File: src/rtl/bp_cfg_responder_if.sv
// Config-bus command/response channel between the host-side cfg loader (master)
// and a tile's configuration responder (slave).
interface bp_cfg_responder_if #(
  parameter int addr_width_p = 16,
  parameter int data_width_p = 64
);
  logic                    cmd_v_i;
  logic                    cmd_ready_o;
  logic                    cmd_w_i;
  logic [addr_width_p-1:0] cmd_addr_i;
  logic [data_width_p-1:0] cmd_data_i;
  logic                    resp_v_o;
  logic                    resp_yumi_i;
  logic                    resp_w_o;
  logic                    resp_err_o;
  logic [data_width_p-1:0] resp_data_o;

  modport slave (
    input  cmd_v_i, cmd_w_i, cmd_addr_i, cmd_data_i, resp_yumi_i,
    output cmd_ready_o, resp_v_o, resp_w_o, resp_err_o, resp_data_o
  );

  modport master (
    output cmd_v_i, cmd_w_i, cmd_addr_i, cmd_data_i, resp_yumi_i,
    input  cmd_ready_o, resp_v_o, resp_w_o, resp_err_o, resp_data_o
  );
endinterface

File: src/rtl/bp_cfg_responder.sv
// Per-tile configuration register block: accepts one config-bus command at a
// time, holds the runtime config registers and returns one response per command.
module bp_cfg_responder #(
  parameter int cfg_id_p        = 2,
  parameter int core_id_width_p = 3,
  parameter int did_width_p     = 3,
  parameter int addr_width_p    = 16,
  parameter int data_width_p    = 64
) (
  input  logic                       clk_i,
  input  logic                       reset_i,
  bp_cfg_responder_if.slave          bus,
  output logic                       freeze_o,
  output logic [core_id_width_p-1:0] core_id_o,
  output logic [did_width_p-1:0]     did_o,
  output logic [1:0]                 icache_mode_o,
  output logic [1:0]                 dcache_mode_o,
  output logic                       cce_mode_o
);

  localparam int unsigned NumRegs = 7;
  localparam logic [2:0]  CfgIdx  = 3'd6;
  localparam logic [6:0]  CfgId   = 7'(cfg_id_p);

  typedef enum logic {IDLE, RESP} state_e;

  state_e                     state_q, state_d;
  logic                       resp_w_q, resp_w_d;
  logic                       resp_err_q, resp_err_d;
  logic [data_width_p-1:0]    resp_data_q, resp_data_d;
  logic                       freeze_q, freeze_d;
  logic [core_id_width_p-1:0] core_id_q, core_id_d;
  logic [did_width_p-1:0]     did_q, did_d;
  logic [1:0]                 icache_q, icache_d;
  logic [1:0]                 dcache_q, dcache_d;
  logic                       cce_q, cce_d;

  logic       mapped;
  logic [2:0] idx;
  logic       cmd_err;
  logic       unused_data;

  // Mapped means 8-byte aligned and inside the 7-entry window, over the full address.
  function automatic logic addr_mapped(input logic [addr_width_p-1:0] a);
    logic [addr_width_p-1:0] word;
    word = a >> 3;
    return (a[2:0] == 3'b000) && (word < addr_width_p'(NumRegs));
  endfunction

  function automatic logic [data_width_p-1:0] read_reg(input logic [2:0] i);
    logic [data_width_p-1:0] v;
    v = '0;
    case (i)
      3'd0:    v = data_width_p'(freeze_q);
      3'd1:    v = data_width_p'(core_id_q);
      3'd2:    v = data_width_p'(did_q);
      3'd3:    v = data_width_p'(icache_q);
      3'd4:    v = data_width_p'(dcache_q);
      3'd5:    v = data_width_p'(cce_q);
      3'd6:    v = data_width_p'(CfgId);
      default: v = '0;
    endcase
    return v;
  endfunction

  assign mapped      = addr_mapped(bus.cmd_addr_i);
  assign idx         = bus.cmd_addr_i[5:3];
  assign cmd_err     = !mapped || (bus.cmd_w_i && (idx == CfgIdx));
  assign unused_data = ^bus.cmd_data_i;

  always_comb begin
    state_d     = state_q;
    resp_w_d    = resp_w_q;
    resp_err_d  = resp_err_q;
    resp_data_d = resp_data_q;
    freeze_d    = freeze_q;
    core_id_d   = core_id_q;
    did_d       = did_q;
    icache_d    = icache_q;
    dcache_d    = dcache_q;
    cce_d       = cce_q;

    case (state_q)
      IDLE: begin
        if (bus.cmd_v_i) begin
          state_d     = RESP;
          resp_w_d    = bus.cmd_w_i;
          resp_err_d  = cmd_err;
          // Read data is captured here, so it always reflects the pre-write value.
          resp_data_d = (!bus.cmd_w_i && !cmd_err) ? read_reg(idx) : '0;
          if (bus.cmd_w_i && !cmd_err) begin
            case (idx)
              3'd0:    freeze_d  = bus.cmd_data_i[0];
              3'd1:    core_id_d = bus.cmd_data_i[core_id_width_p-1:0];
              3'd2:    did_d     = bus.cmd_data_i[did_width_p-1:0];
              3'd3:    icache_d  = bus.cmd_data_i[1:0];
              3'd4:    dcache_d  = bus.cmd_data_i[1:0];
              3'd5:    cce_d     = bus.cmd_data_i[0];
              default: ;
            endcase
          end
        end
      end
      RESP: begin
        if (bus.resp_yumi_i) state_d = IDLE;
      end
      default: state_d = IDLE;
    endcase
  end

  always_ff @(posedge clk_i) begin
    if (reset_i) begin
      state_q     <= IDLE;
      resp_w_q    <= 1'b0;
      resp_err_q  <= 1'b0;
      resp_data_q <= '0;
      freeze_q    <= 1'b1;
      core_id_q   <= '0;
      did_q       <= '0;
      icache_q    <= 2'b00;
      dcache_q    <= 2'b00;
      cce_q       <= 1'b0;
    end else begin
      state_q     <= state_d;
      resp_w_q    <= resp_w_d;
      resp_err_q  <= resp_err_d;
      resp_data_q <= resp_data_d;
      freeze_q    <= freeze_d;
      core_id_q   <= core_id_d;
      did_q       <= did_d;
      icache_q    <= icache_d;
      dcache_q    <= dcache_d;
      cce_q       <= cce_d;
    end
  end

  assign bus.cmd_ready_o = (state_q == IDLE) && !reset_i;
  assign bus.resp_v_o    = (state_q == RESP);
  assign bus.resp_w_o    = resp_w_q;
  assign bus.resp_err_o  = resp_err_q;
  assign bus.resp_data_o = resp_data_q;

  assign freeze_o      = freeze_q;
  assign core_id_o     = core_id_q;
  assign did_o         = did_q;
  assign icache_mode_o = icache_q;
  assign dcache_mode_o = dcache_q;
  assign cce_mode_o    = cce_q;

`ifndef SYNTHESIS
  a_yumi_only_when_valid: assert property (@(posedge clk_i) disable iff (reset_i)
    !(bus.resp_yumi_i && !bus.resp_v_o))
    else $error("resp_yumi_i asserted without resp_v_o");
`endif

endmodule

File: src/flat_wrapper.sv
// flat-port wrapper written by rule: the top's interface ports become plain ports
module bp_cfg_responder_flat 
#(
  parameter int cfg_id_p        = 2,
  parameter int core_id_width_p = 3,
  parameter int did_width_p     = 3,
  parameter int addr_width_p    = 16,
  parameter int data_width_p    = 64
)
  (clk_i, reset_i, freeze_o, core_id_o, did_o, icache_mode_o, dcache_mode_o, cce_mode_o, bus_cmd_v_i, bus_cmd_w_i, bus_cmd_addr_i, bus_cmd_data_i, bus_resp_yumi_i, bus_cmd_ready_o, bus_resp_v_o, bus_resp_w_o, bus_resp_err_o, bus_resp_data_o);
  bp_cfg_responder_if #(.addr_width_p(addr_width_p), .data_width_p(data_width_p)) bus_i ();
  input  logic clk_i;
  input  logic reset_i;
  output logic freeze_o;
  output logic [core_id_width_p-1:0] core_id_o;
  output logic [did_width_p-1:0] did_o;
  output logic [1:0] icache_mode_o;
  output logic [1:0] dcache_mode_o;
  output logic cce_mode_o;
  input wire logic [$bits(bus_i.cmd_v_i)-1:0] bus_cmd_v_i;
  input wire logic [$bits(bus_i.cmd_w_i)-1:0] bus_cmd_w_i;
  input wire logic [$bits(bus_i.cmd_addr_i)-1:0] bus_cmd_addr_i;
  input wire logic [$bits(bus_i.cmd_data_i)-1:0] bus_cmd_data_i;
  input wire logic [$bits(bus_i.resp_yumi_i)-1:0] bus_resp_yumi_i;
  output wire logic [$bits(bus_i.cmd_ready_o)-1:0] bus_cmd_ready_o;
  output wire logic [$bits(bus_i.resp_v_o)-1:0] bus_resp_v_o;
  output wire logic [$bits(bus_i.resp_w_o)-1:0] bus_resp_w_o;
  output wire logic [$bits(bus_i.resp_err_o)-1:0] bus_resp_err_o;
  output wire logic [$bits(bus_i.resp_data_o)-1:0] bus_resp_data_o;
  assign bus_i.cmd_v_i = bus_cmd_v_i;
  assign bus_i.cmd_w_i = bus_cmd_w_i;
  assign bus_i.cmd_addr_i = bus_cmd_addr_i;
  assign bus_i.cmd_data_i = bus_cmd_data_i;
  assign bus_i.resp_yumi_i = bus_resp_yumi_i;
  assign bus_cmd_ready_o = bus_i.cmd_ready_o;
  assign bus_resp_v_o = bus_i.resp_v_o;
  assign bus_resp_w_o = bus_i.resp_w_o;
  assign bus_resp_err_o = bus_i.resp_err_o;
  assign bus_resp_data_o = bus_i.resp_data_o;
  bp_cfg_responder #(.cfg_id_p(cfg_id_p), .core_id_width_p(core_id_width_p), .did_width_p(did_width_p), .addr_width_p(addr_width_p), .data_width_p(data_width_p)) u_core (.clk_i(clk_i), .reset_i(reset_i), .bus(bus_i), .freeze_o(freeze_o), .core_id_o(core_id_o), .did_o(did_o), .icache_mode_o(icache_mode_o), .dcache_mode_o(dcache_mode_o), .cce_mode_o(cce_mode_o));
endmodule
File: config.mk
export PLATFORM = sky130hd
export DESIGN_NAME = bp_cfg_responder_flat
export DESIGN_NICKNAME = d
export VERILOG_FILES = /design/src/rtl/bp_cfg_responder_if.sv /design/src/rtl/bp_cfg_responder.sv /design/src/flat_wrapper.sv
export SDC_FILE = /design/constraint.sdc
export NUM_CORES = 1
export LEC_CHECK = 0
export CAP_MARGIN = 20
export CORE_MARGIN = 4
export CORE_UTILIZATION = 30
export DETAILED_ROUTE_END_ITERATION = 8
export PLACE_DENSITY = 0.92
export RECOVER_POWER = 50
export SKIP_LAST_GASP = 1
export SYNTH_ARGS = -nofsm -noshare
export SYNTH_HDL_FRONTEND = slang
export SYNTH_SLANG_ARGS = --single-unit
File: constraint.sdc
create_clock -name clk_i -period 5.5 [get_ports clk_i]
set_clock_uncertainty 0.2 [all_clocks]
set_input_delay 1.65 -clock clk_i [delete_from_list [all_inputs] [get_ports clk_i]]
set_output_delay 1.65 -clock clk_i [all_outputs]
set_load 0.005 [all_outputs]
==> qor.tcl, run 1 <==
set qor(status) {completed}
set qor(synth_adder_area_share_pct) 0
set qor(place.port_buffers) 42
set qor(grt_use_total_pct) 11.62
set qor(via_count_of_the_first_global_routing_pass) 1231
set qor(die-height_um) 78.15
set qor(p_sw_mw) 0.08166
set qor(drv_cap) 0
set qor(post_synth_num_cell_types) 36
set qor(grt_start_max_net_pins) 18
set qor(htreeDepth) 1
set qor(setup.reg_to_reg.worst_slack_ps) 3290
set qor(timing.final.max_slew_violations) 0
set qor(number_of_nets_still_failing_antenna_checks_after_routing) 0
set qor(setup_viol_count_final) 0
set qor(final_min_period_over_clock_period_pct) 85.36
set qor(critical_path.cell_chain) {dlygate4sd3_1 -> nor2_1 -> clkdlybuf4s50_1}
set qor(filler_cell_count) 503
set qor(crit_end_category) {output port}
set qor(yosys_warns) 0
set qor(syn_avg_cell_area_sq_um) 7.981
set qor(overflow) 0
set qor(fin_nets) 311
set qor(remaining_design_rule_violation_count) 0
set qor(async_reset_ff_share_pct) 0
set qor(drt-initial-drc-count) 47
set qor(numClockSinks) 18
set qor(timing.hold.worst.class) {flop to flop}
set qor(final_cell_count_no_fill) 292
set qor(placed_cell_count) 288
set qor(timing.setup.critical_path_class) {primary input to output port}
set qor(postSynthRegisterBits) 18
set qor(worst_pin_slew_ps) 731.6
set qor(die_width_um) 78.15
set qor(critical_path_arrival_ps) 2850
set qor(design.die.area_sq_um) 6107
set qor(critPathMaxStageDelay_ps) 560
set qor(share_comb_of_total_power_pct) 19.0
set qor(relSlewSlack_pct) 51.23
set qor(critical-path-top-delay-family) {buffers and inverters}
set qor(hold_viol) 0
set qor(globalplace.congestion) 0.8252
set qor(dominant_synthesized_flop_cell) {sky130_fd_sc_hd__dfxtp_1}
set qor(cts.repair.resized) 0
set qor(total_leakage_power_nw) 0.7287
set qor(synthesis.instances) 185
set qor(vias_per_cell) 4.483
set qor(rsz0062_at_grt) {no}
set qor(clock_power_share_pct) 36.7
set qor(switching_share_pct) 27.03
set qor(dpl.hpwl_um) 2976
set qor(initial_utilization_pct) 31.05
set qor(power.ir.vdd_worst_mv) 0.06423
set qor(synth_compound_gate_area_share_pct) 14.58
set qor(core_area_sq_um) 4755
set qor(seq_area_frac_synth_pct) 24.41
set qor(timing.setup.tns_ps) 0
set qor(synth_area_leaders) {sky130_fd_sc_hd__buf_4 (32%), sky130_fd_sc_hd__dfxtp_1 (24%), sky130_fd_sc_hd__a21oi_1 (4.7%)}
set qor(clock.fmax_ghz) 0.2130
set qor(utilization_pct) 37.29
set qor(wl_um) 3678
set qor(critPathLaunchType) {primary input}
set qor(synth_edf_count) 0
set qor(area_growth_pct) 20.08
set qor(synth_top_family_by_area) {buffers and inverters}
set qor(p_total_mw) 0.3021
set qor(dr.pass1.iters) 4
set qor(leading_cell_type_by_number_of_instances_after_synthesis) {sky130_fd_sc_hd__buf_4}
set qor(yosys.area_share.simple_pct) 23.31
set qor(worst-path-max-fanout) 2
set qor(share_seq_of_total_power_pct) 44.2
set qor(cts.root.buffer_cell) {sky130_fd_sc_hd__clkbuf_8}
set qor(layout-drive-gt1-share_pct) 4.889
set qor(ctsHoldBuffers) 0
set qor(internal_power_mw) 0.2204
set qor(routedWlPerCell_um) 12.60
set qor(antenna_found_initial) 0
set qor(tritoncts) {done}
set qor(synth_largest_area_cell) {sky130_fd_sc_hd__buf_4}
set qor(global_route_wire_length_before_repair_um) 5706
set qor(placementRows) 25
set qor(tritoncts.num_buffers) 3
set qor(floorplan.io_pins) 165
set qor(crit_path_top_delay_cell) {sky130_fd_sc_hd__dlygate4sd3_1}
set qor(path_clk_slew_ps) 70
set qor(synth_xor_xnor_area_share_pct) 0
set qor(synth.cells.most_frequent) {sky130_fd_sc_hd__buf_4 (62), sky130_fd_sc_hd__dfxtp_1 (18), sky130_fd_sc_hd__a21oi_1 (14), sky130_fd_sc_hd__nand3_1 (13), sky130_fd_sc_hd__o21ai_0 (12)}
set qor(worstPathRequired_ps) 3650
set qor(vias) 1309
set qor(post_cts_buffers) 0
set qor(power-per-cell-area_nw_per_um2) 170.4
set qor(synth_top_area_share_pct) 31.53
set qor(min_period_ps) 4695
set qor(antenna_cells) 0
set qor(synth_area_sq_um) 1476
set qor(yosys-mux-area-fraction_pct) 3.644
set qor(buffers_inverters_on_critical_path) 2
set qor(cts_buffer_depth) 2
set qor(clk_latency_ps) 260
==> metrics by stage <==
stage               hold slack [ps]  worst slack (ps)  instance area (sq um)
floorplan                     248.7              1394                   1702
global placement              242.8             922.8                   1722
detailed placement            261.4             919.4                   1722
CTS                           278.2             904.9                   1777
global route                  325.3             758.4                   1773
finish                        265.2             805.0                   1773
==> cell families after synthesis <==
group	after synthesis
buffers and inverters	69
AND/OR/NAND/NOR	57
AO/OA/AOI/OAI	36
flip-flops	18
multiplexers	4
other	1
==> cell usage in the layout (no fill, tap or decap), types with 3 or more instances in the layout <==
master / Yosys / routed
sky130_fd_sc_hd__nor2_1: 8 / 8
sky130_fd_sc_hd__nand2_1: 8 / 8
sky130_fd_sc_hd__clkdlybuf4s50_1: 0 / 26
sky130_fd_sc_hd__o21ai_1: 3 / 3
sky130_fd_sc_hd__o21ai_0: 12 / 12
sky130_fd_sc_hd__conb_1: 1 / 61
sky130_fd_sc_hd__nand2b_1: 3 / 3
sky130_fd_sc_hd__dfxtp_1: 18 / 18
sky130_fd_sc_hd__dlygate4sd3_1: 0 / 16
sky130_fd_sc_hd__nor4_1: 5 / 5
sky130_fd_sc_hd__a21oi_1: 14 / 14
sky130_fd_sc_hd__nand3_1: 13 / 13
sky130_fd_sc_hd__clkbuf_8: 0 / 4
sky130_fd_sc_hd__nor3_1: 4 / 4
==> power by group through the flow <==
stage / logic, mW / clock network [mW] / registers, mW
after detailed placement: 0.0561 / 0 / 0.137
after global routing: 0.0635 / 0.116 / 0.134
after CTS: 0.0565 / 0.111 / 0.134
final: 0.0574 / 0.111 / 0.134
after global placement: 0.0550 / 0 / 0.136
after floorplan: 0.0583 / 0 / 0.137
==> worst reg2reg max path: stages, from the launching register on <==
cell                      delay [ps]
sky130_fd_sc_hd__dfxtp_1         380
sky130_fd_sc_hd__or4b_4          540
sky130_fd_sc_hd__or4_4           620
sky130_fd_sc_hd__o21ai_0         240
sky130_fd_sc_hd__a21oi_1          90
==> layer usage <==
| layer | share of wire [%] | GRT usage [%] |
|---|---|---|
| met5 | 0 | 0 |
| met4 | 1.1 | 4.196 |
| met3 | 13 | 4.472 |
| met2 | 48 | 19.52 |
| met1 | 38 | 13.37 |
==> state kept, by name, summed over array words and instances (netlist names) <==
name                    cells
u_core.bus.resp_data_o      3
u_core.core_id_o            3
u_core.did_o                3
u_core.dcache_mode_o        2
u_core.icache_mode_o        2
u_core.bus.resp_err_o       1
u_core.bus.resp_v_o         1
u_core.bus.resp_w_o         1
u_core.cce_mode_o           1
u_core.freeze_o             1
==> area by class of cell <==
type,instances,area (sq um),share of cell area (%)
flip-flops and latches,18,360.3,20.32
well taps,67,83.83,4.728
inverters,2,7.507,0.4234
clock buffers,4,55.05,3.105
repair buffers,43,424.2,23.92
multi-input cells,158,842.1,47.49
==> path summary, 6_finish.rpt <==
| kind | end | depth (start not counted) | startpoint |
|---|---|---|---|
| max | bus_cmd_ready_o | 3 | reset_i |
| min | u_core.bus.resp_data_o[0]$_SDFFE_PP0P_ | 2 | u_core.bus.resp_data_o[0]$_SDFFE_PP0P_ |
| max reg2reg | u_core.dcache_mode_o[0]$_SDFFE_PP0P_ | 4 | u_core.bus.resp_v_o$_SDFF_PP0_ |
| min reg2reg | u_core.bus.resp_data_o[0]$_SDFFE_PP0P_ | 2 | u_core.bus.resp_data_o[0]$_SDFFE_PP0P_ |
Power figures use the tool's default switching activity.
==> run 2: changes to the inputs <==
CORE_ASPECT_RATIO = 0.8   (was default)
HOLD_SLACK_MARGIN = 0.15   (was default)
REMOVE_ABC_BUFFERS = 1   (was default)
==> qor.tcl, run 2 (synthesis results as in run 1) <==
set qor(initial_utilization_pct) 31.55 ;# +0.50 points
set qor(final_min_period_over_clock_period_pct) 85.63 ;# +0.26 points
set qor(area_growth_pct) 19.49
set qor(final_cell_count_no_fill) 285 ;# -2.4%
set qor(cts.root.buffer_cell) {sky130_fd_sc_hd__clkbuf_8}
set qor(remaining_design_rule_violation_count) 0 ;# unchanged
set qor(tritoncts) {done}
set qor(grt_start_max_net_pins) 18 ;# unchanged
set qor(worstPathRequired_ps) 3650 ;# about the same
set qor(vias_per_cell) 4.565 ;# +1.8%
set qor(tritoncts.num_buffers) 3 ;# unchanged
set qor(cts_buffer_depth) 2 ;# unchanged
set qor(clk_latency_ps) 260 ;# about the same
set qor(hold_viol) 0 ;# unchanged
set qor(rsz0062_at_grt) {no}
set qor(vias) 1301 ;# -0.61%
set qor(critical_path.cell_chain) {dlygate4sd3_1 -> nor2_1 -> clkdlybuf4s50_1}
set qor(crit_path_top_delay_cell) {sky130_fd_sc_hd__dlygate4sd3_1}
set qor(startpoint) {reset_i}
set qor(cts.repair.resized) 0 ;# unchanged
set qor(post_cts_buffers) 0 ;# unchanged
set qor(total_leakage_power_nw) 0.7287 ;# about the same
set qor(worst-path-max-fanout) 2 ;# unchanged
set qor(relSlewSlack_pct) 51.05 ;# -0.18 points
set qor(critPathLaunchType) {primary input}
set qor(path_clk_slew_ps) 70 ;# about the same
set qor(crit-reg2reg-launch) {u_core.bus.resp_v_o$_SDFF_PP0_}
set qor(layout.cells.most_common) {sky130_fd_sc_hd__conb_1}
set qor(fin_nets) 311 ;# unchanged
set qor(share_comb_of_total_power_pct) 19.2 ;# +0.2 points
set qor(timing.final.max_slew_violations) 0 ;# unchanged
set qor(mostFrequentLayoutCells) {sky130_fd_sc_hd__conb_1 (61), sky130_fd_sc_hd__clkdlybuf4s50_1 (26), sky130_fd_sc_hd__dfxtp_1 (18)}
set qor(setup_viol_count_final) 0 ;# unchanged
set qor(antenna_found_initial) 0 ;# unchanged
set qor(number_of_nets_still_failing_antenna_checks_after_routing) 0 ;# unchanged
set qor(global_route_wire_length_before_repair_um) 5692 ;# -0.25%
set qor(htreeDepth) 1 ;# unchanged
set qor(routedWlPerCell_um) 13.07 ;# +3.8%
set qor(design.die.area_sq_um) 6114 ;# +0.12%
set qor(overflow) 0 ;# unchanged
set qor(clock_power_share_pct) 36.4 ;# -0.3 points
set qor(switching_share_pct) 26.80 ;# -0.23 points
set qor(dpl.hpwl_um) 3045 ;# +2.3%
set qor(ctsHoldBuffers) 0 ;# unchanged
set qor(drv_cap) 0 ;# unchanged
set qor(via_count_of_the_first_global_routing_pass) 1230 ;# -0.081%
set qor(drt-initial-drc-count) 92 ;# +96%
set qor(worst_pin_slew_ps) 734.2 ;# +2.659 ps
set qor(p_sw_mw) 0.08074 ;# -1.1%
set qor(buffers_inverters_on_critical_path) 2 ;# unchanged
set qor(die-height_um) 70.75 ;# -9.5%
set qor(share_seq_of_total_power_pct) 44.4 ;# +0.2 points
set qor(critPathMaxStageDelay_ps) 580 ;# +20 ps
set qor(timing.hold.worst.class) {flop to flop}
set qor(critical-path-top-delay-family) {buffers and inverters}
set qor(timing.setup.critical_path_class) {primary input to output port}
set qor(layout-drive-gt1-share_pct) 4.889 ;# unchanged
set qor(antenna_cells) 0 ;# unchanged
set qor(core_area_sq_um) 4679 ;# -1.6%
set qor(place.port_buffers) 42 ;# unchanged
set qor(die_width_um) 86.43 ;# +11%
set qor(status) {completed}
set qor(dr.pass1.iters) 4 ;# unchanged
set qor(filler_cell_count) 466 ;# -7.4%
set qor(crit_end_category) {output port}
set qor(grt_use_total_pct) 11.82 ;# +0.20 points
set qor(placed_cell_count) 281 ;# -2.4%
set qor(power-per-cell-area_nw_per_um2) 170.8 ;# +0.23%
set qor(wl_um) 3726 ;# +1.3%
set qor(min_period_ps) 4709 ;# +14.46 ps
set qor(clock.fmax_ghz) 0.2123 ;# -0.31%
set qor(min-delay-start) {u_core.bus.resp_data_o[2]$_SDFFE_PP0P_}
set qor(numClockSinks) 18 ;# unchanged
set qor(critical_path_arrival_ps) 2860 ;# about the same
set qor(globalplace.congestion) 0.8396 ;# +1.7%
set qor(internal_power_mw) 0.2205 ;# about the same
set qor(timing.setup.tns_ps) 0 ;# unchanged
set qor(floorplan.io_pins) 165 ;# unchanged
set qor(placementRows) 22 ;# -12%
set qor(power.ir.vdd_worst_mv) 0.05653 ;# -12%
-- run 2: routing by layer --
| layer | track usage [%] | part of all wire (%) | wire length, um |
|---|---|---|---|
| met2 | 18.93 | 47 | 1753 |
| met5 | 0 | 0 | 0 |
| met1 | 13.59 | 38 | 1428 |
| met3 | 5.006 | 13 | 494 |
| met4 | 5.536 | 1.3 | 49 |
-- run 2: stage by stage --
| stage | cell area [sq um] | hold slack, ps | power (mW) | setup slack [ps] | util, % |
|---|---|---|---|---|---|
| 2_1_floorplan | 1210 | 248.7 | 0.1588 | 1905 | - |
| 3_3_place_gp | 1713 | 241.1 | 0.1923 | 918.1 | 36.60 |
| 3_5_place_dp | 1713 | 263.3 | 0.1936 | 888.9 | 36.60 |
| 4_1_cts | 1768 | 279.0 | 0.3036 | 888.9 | 37.78 |
| 5_1_grt | 1764 | 301.5 | 0.3166 | 744.3 | 37.70 |
| 6_report | 1764 | 270.9 | 0.3012 | 790.5 | 37.70 |
-- run 2: power by group through the flow --
stage                     Combinational [mW]  Sequential (mW)  Clock [mW]
after floorplan                       0.0222            0.137           0
after global placement                0.0557            0.137           0
after detailed placement              0.0567            0.137           0
after CTS                             0.0569            0.134       0.113
after global routing                  0.0641            0.134       0.118
final                                 0.0577            0.134       0.110
-- run 2: cell type report --
type	count	area (sq um)	area share, %
flip-flops and latches	18	360.3	20.43
well taps	60	75.07	4.255
clock buffers	4	55.05	3.121
multi-input cells	158	842.1	47.73
inverters	2	7.507	0.4255
repair buffers	43	424.2	24.04
-- run 2: final timing paths --
path         cells after the start  slack [ps]                                endpoint
min reg2reg                      2         270  u_core.bus.resp_data_o[2]$_SDFFE_PP0P_
min                              2         270  u_core.bus.resp_data_o[2]$_SDFFE_PP0P_
max reg2reg                      4        3280            u_core.freeze_o$_SDFFE_PP1P_
max                              3         790                         bus_cmd_ready_o
-- run 2: tightest hold or removal path: cells and delay by family, from the launching register on --
family          cells  cell delay [ps]
flops               1              330
compound gates      1               60
simple gates        1               50
==> run 3: changes to the inputs <==
MAX_ROUTING_LAYER = met4   (was default)
==> qor.tcl, run 3 (synthesis results as in run 1) <==
set qor(worst_pin_slew_ps) 734.1 ;# -0.1698 ps
set qor(timing.hold.worst.class) {flop to flop}
set qor(cts.root.buffer_cell) {sky130_fd_sc_hd__clkbuf_8}
set qor(timing.final.max_slew_violations) 0 ;# unchanged
set qor(critical_path_arrival_ps) 2860 ;# about the same
set qor(p_total_mw) 0.3024 ;# +0.40%
set qor(area_growth_pct) 19.49 ;# unchanged
set qor(clock.fmax_ghz) 0.2125 ;# about the same
set qor(dpl.hpwl_um) 3045 ;# unchanged
set qor(crit-reg2reg-launch) {u_core.bus.resp_v_o$_SDFF_PP0_}
set qor(globalplace.congestion) 0.8526 ;# +1.5%
set qor(numClockSinks) 18 ;# unchanged
set qor(post_cts_buffers) 0 ;# unchanged
set qor(cts.repair.resized) 0 ;# unchanged
set qor(fin_nets) 311 ;# unchanged
set qor(routedWlPerCell_um) 13.16 ;# +0.67%
set qor(worst-path-max-fanout) 2 ;# unchanged
set qor(min_period_ps) 4707 ;# -2.911 ps
set qor(hold_viol) 0 ;# unchanged
set qor(timing.setup.critical_path_class) {primary input to output port}
set qor(crit-reg2reg-capture) {u_core.cce_mode_o$_SDFFE_PP0P_}
set qor(design.die.area_sq_um) 6114 ;# unchanged
set qor(vias) 1301 ;# unchanged
set qor(placementRows) 22 ;# unchanged
set qor(die-height_um) 70.75 ;# unchanged
set qor(critPathLaunchType) {primary input}
set qor(initial_utilization_pct) 31.55 ;# unchanged
set qor(filler_cell_count) 466 ;# unchanged
set qor(via_count_of_the_first_global_routing_pass) 1227 ;# -0.24%
set qor(worstPathRequired_ps) 3650 ;# about the same
set qor(vias_per_cell) 4.565 ;# unchanged
set qor(antenna_found_initial) 0 ;# unchanged
set qor(grt_start_max_net_pins) 18 ;# unchanged
set qor(global_route_wire_length_before_repair_um) 5713 ;# +0.37%
set qor(timing.setup.tns_ps) 0 ;# unchanged
set qor(antenna_cells) 0 ;# unchanged
set qor(tritoncts) {done}
set qor(wl_um) 3751 ;# +0.67%
set qor(worst_r2r_path_depth) 4 ;# unchanged
set qor(path_clk_slew_ps) 70 ;# about the same
set qor(rsz0062_at_grt) {no}
set qor(utilization_pct) 37.70 ;# unchanged
set qor(status) {completed}
set qor(layout-drive-gt1-share_pct) 4.889 ;# unchanged
set qor(ctsHoldBuffers) 0 ;# unchanged
set qor(whs_endpoint) {u_core.bus.resp_data_o[2]$_SDFFE_PP0P_}
set qor(htreeDepth) 1 ;# unchanged
set qor(place.port_buffers) 42 ;# unchanged
set qor(drv_cap) 0 ;# unchanged
set qor(min-delay-start) {u_core.bus.resp_data_o[2]$_SDFFE_PP0P_}
set qor(crit_end_category) {output port}
set qor(relSlewSlack_pct) 51.06 ;# about the same
set qor(power.ir.vdd_worst_mv) 0.05696 ;# +0.76%
set qor(die_width_um) 86.43 ;# unchanged
set qor(final_min_period_over_clock_period_pct) 85.57 ;# about the same
set qor(overflow) 0 ;# unchanged
set qor(cts_buffer_depth) 2 ;# unchanged
set qor(drt-initial-drc-count) 78 ;# -15%
set qor(floorplan.io_pins) 165 ;# unchanged
set qor(setup.reg_to_reg.worst_slack_ps) 3280 ;# about the same
set qor(number_of_nets_still_failing_antenna_checks_after_routing) 0 ;# unchanged
set qor(dr.pass1.iters) 4 ;# unchanged
set qor(tritoncts.num_buffers) 3 ;# unchanged
set qor(setup_viol_count_final) 0 ;# unchanged
set qor(total_leakage_power_nw) 0.7287 ;# unchanged
set qor(layout.cells.most_common) {sky130_fd_sc_hd__conb_1}
set qor(clk_latency_ps) 260 ;# about the same
set qor(min_path_cells) 2 ;# unchanged
set qor(mostFrequentLayoutCells) {sky130_fd_sc_hd__conb_1 (61), sky130_fd_sc_hd__clkdlybuf4s50_1 (26), sky130_fd_sc_hd__dfxtp_1 (18)}
set qor(core_area_sq_um) 4679 ;# unchanged
set qor(grt_use_total_pct) 12.22 ;# +0.40 points
set qor(fin_hold_ws_ps) 271.2 ;# +0.2550 ps
set qor(remaining_design_rule_violation_count) 0 ;# unchanged
set qor(power-per-cell-area_nw_per_um2) 171.4 ;# +0.40%
run 3: how the worst max path moves through the flow:
stage                     startpoint         endpoint  slack [ps]  cells past startpoint
after floorplan              reset_i  bus_cmd_ready_o        1900                      1
after global placement       reset_i  bus_cmd_ready_o         920                      3
after detailed placement     reset_i  bus_cmd_ready_o         890                      3
after CTS                    reset_i  bus_cmd_ready_o         890                      3
after global routing         reset_i  bus_cmd_ready_o         740                      3
final                        reset_i  bus_cmd_ready_o         790                      3
run 3: layout make-up:
cell class                      instances  area (sq um)  share of cell area [%]
Clock buffer                            4         55.05                   3.121
Sequential cell                        18         360.3                   20.43
Inverter                                2         7.507                  0.4255
Tap cell                               60         75.07                   4.255
Multi-Input combinational cell        158         842.1                   47.73
Timing Repair Buffer                   43         424.2                   24.04
run 3: metrics by stage:
stage / area, sq um / std cells / setup WS (ps)
3_5_place_dp: 1713 / 281 / 888.9
5_1_grt: 1764 / 285 / 744.3
2_1_floorplan: 1210 / 178 / 1905
3_3_place_gp: 1713 / 281 / 918.1
4_1_cts: 1768 / 285 / 888.9
6_report: 1764 / 285 / 793.4
run 3: power breakdown:
part | leakage [nW] | internal [mW] | total [mW] | switching [mW]
combinational | 0.554 | 0.0247 | 0.0576 | 0.0329
sequential | 0.146 | 0.132 | 0.134 | 0.00188
clock | 0.0288 | 0.0638 | 0.111 | 0.0472
total | 0.729 | 0.221 | 0.302 | 0.0819
run 3: metal layers:
layer  vias to the layer above  share of wire, %  wire (um)  GRT usage [%]
li1                        611                 -          -              -
met1                       607                40       1508          14.15
met2                        79                47       1773          18.93
met3                         4                11        422          4.307
met4                         0               1.2         46          5.536
met5                         -                 0          0              -
run 3: critical path: stages:
cell and delay, ps:
sky130_fd_sc_hd__dlygate4sd3_1 580, sky130_fd_sc_hd__nor2_1 110, sky130_fd_sc_hd__clkdlybuf4s50_1 510
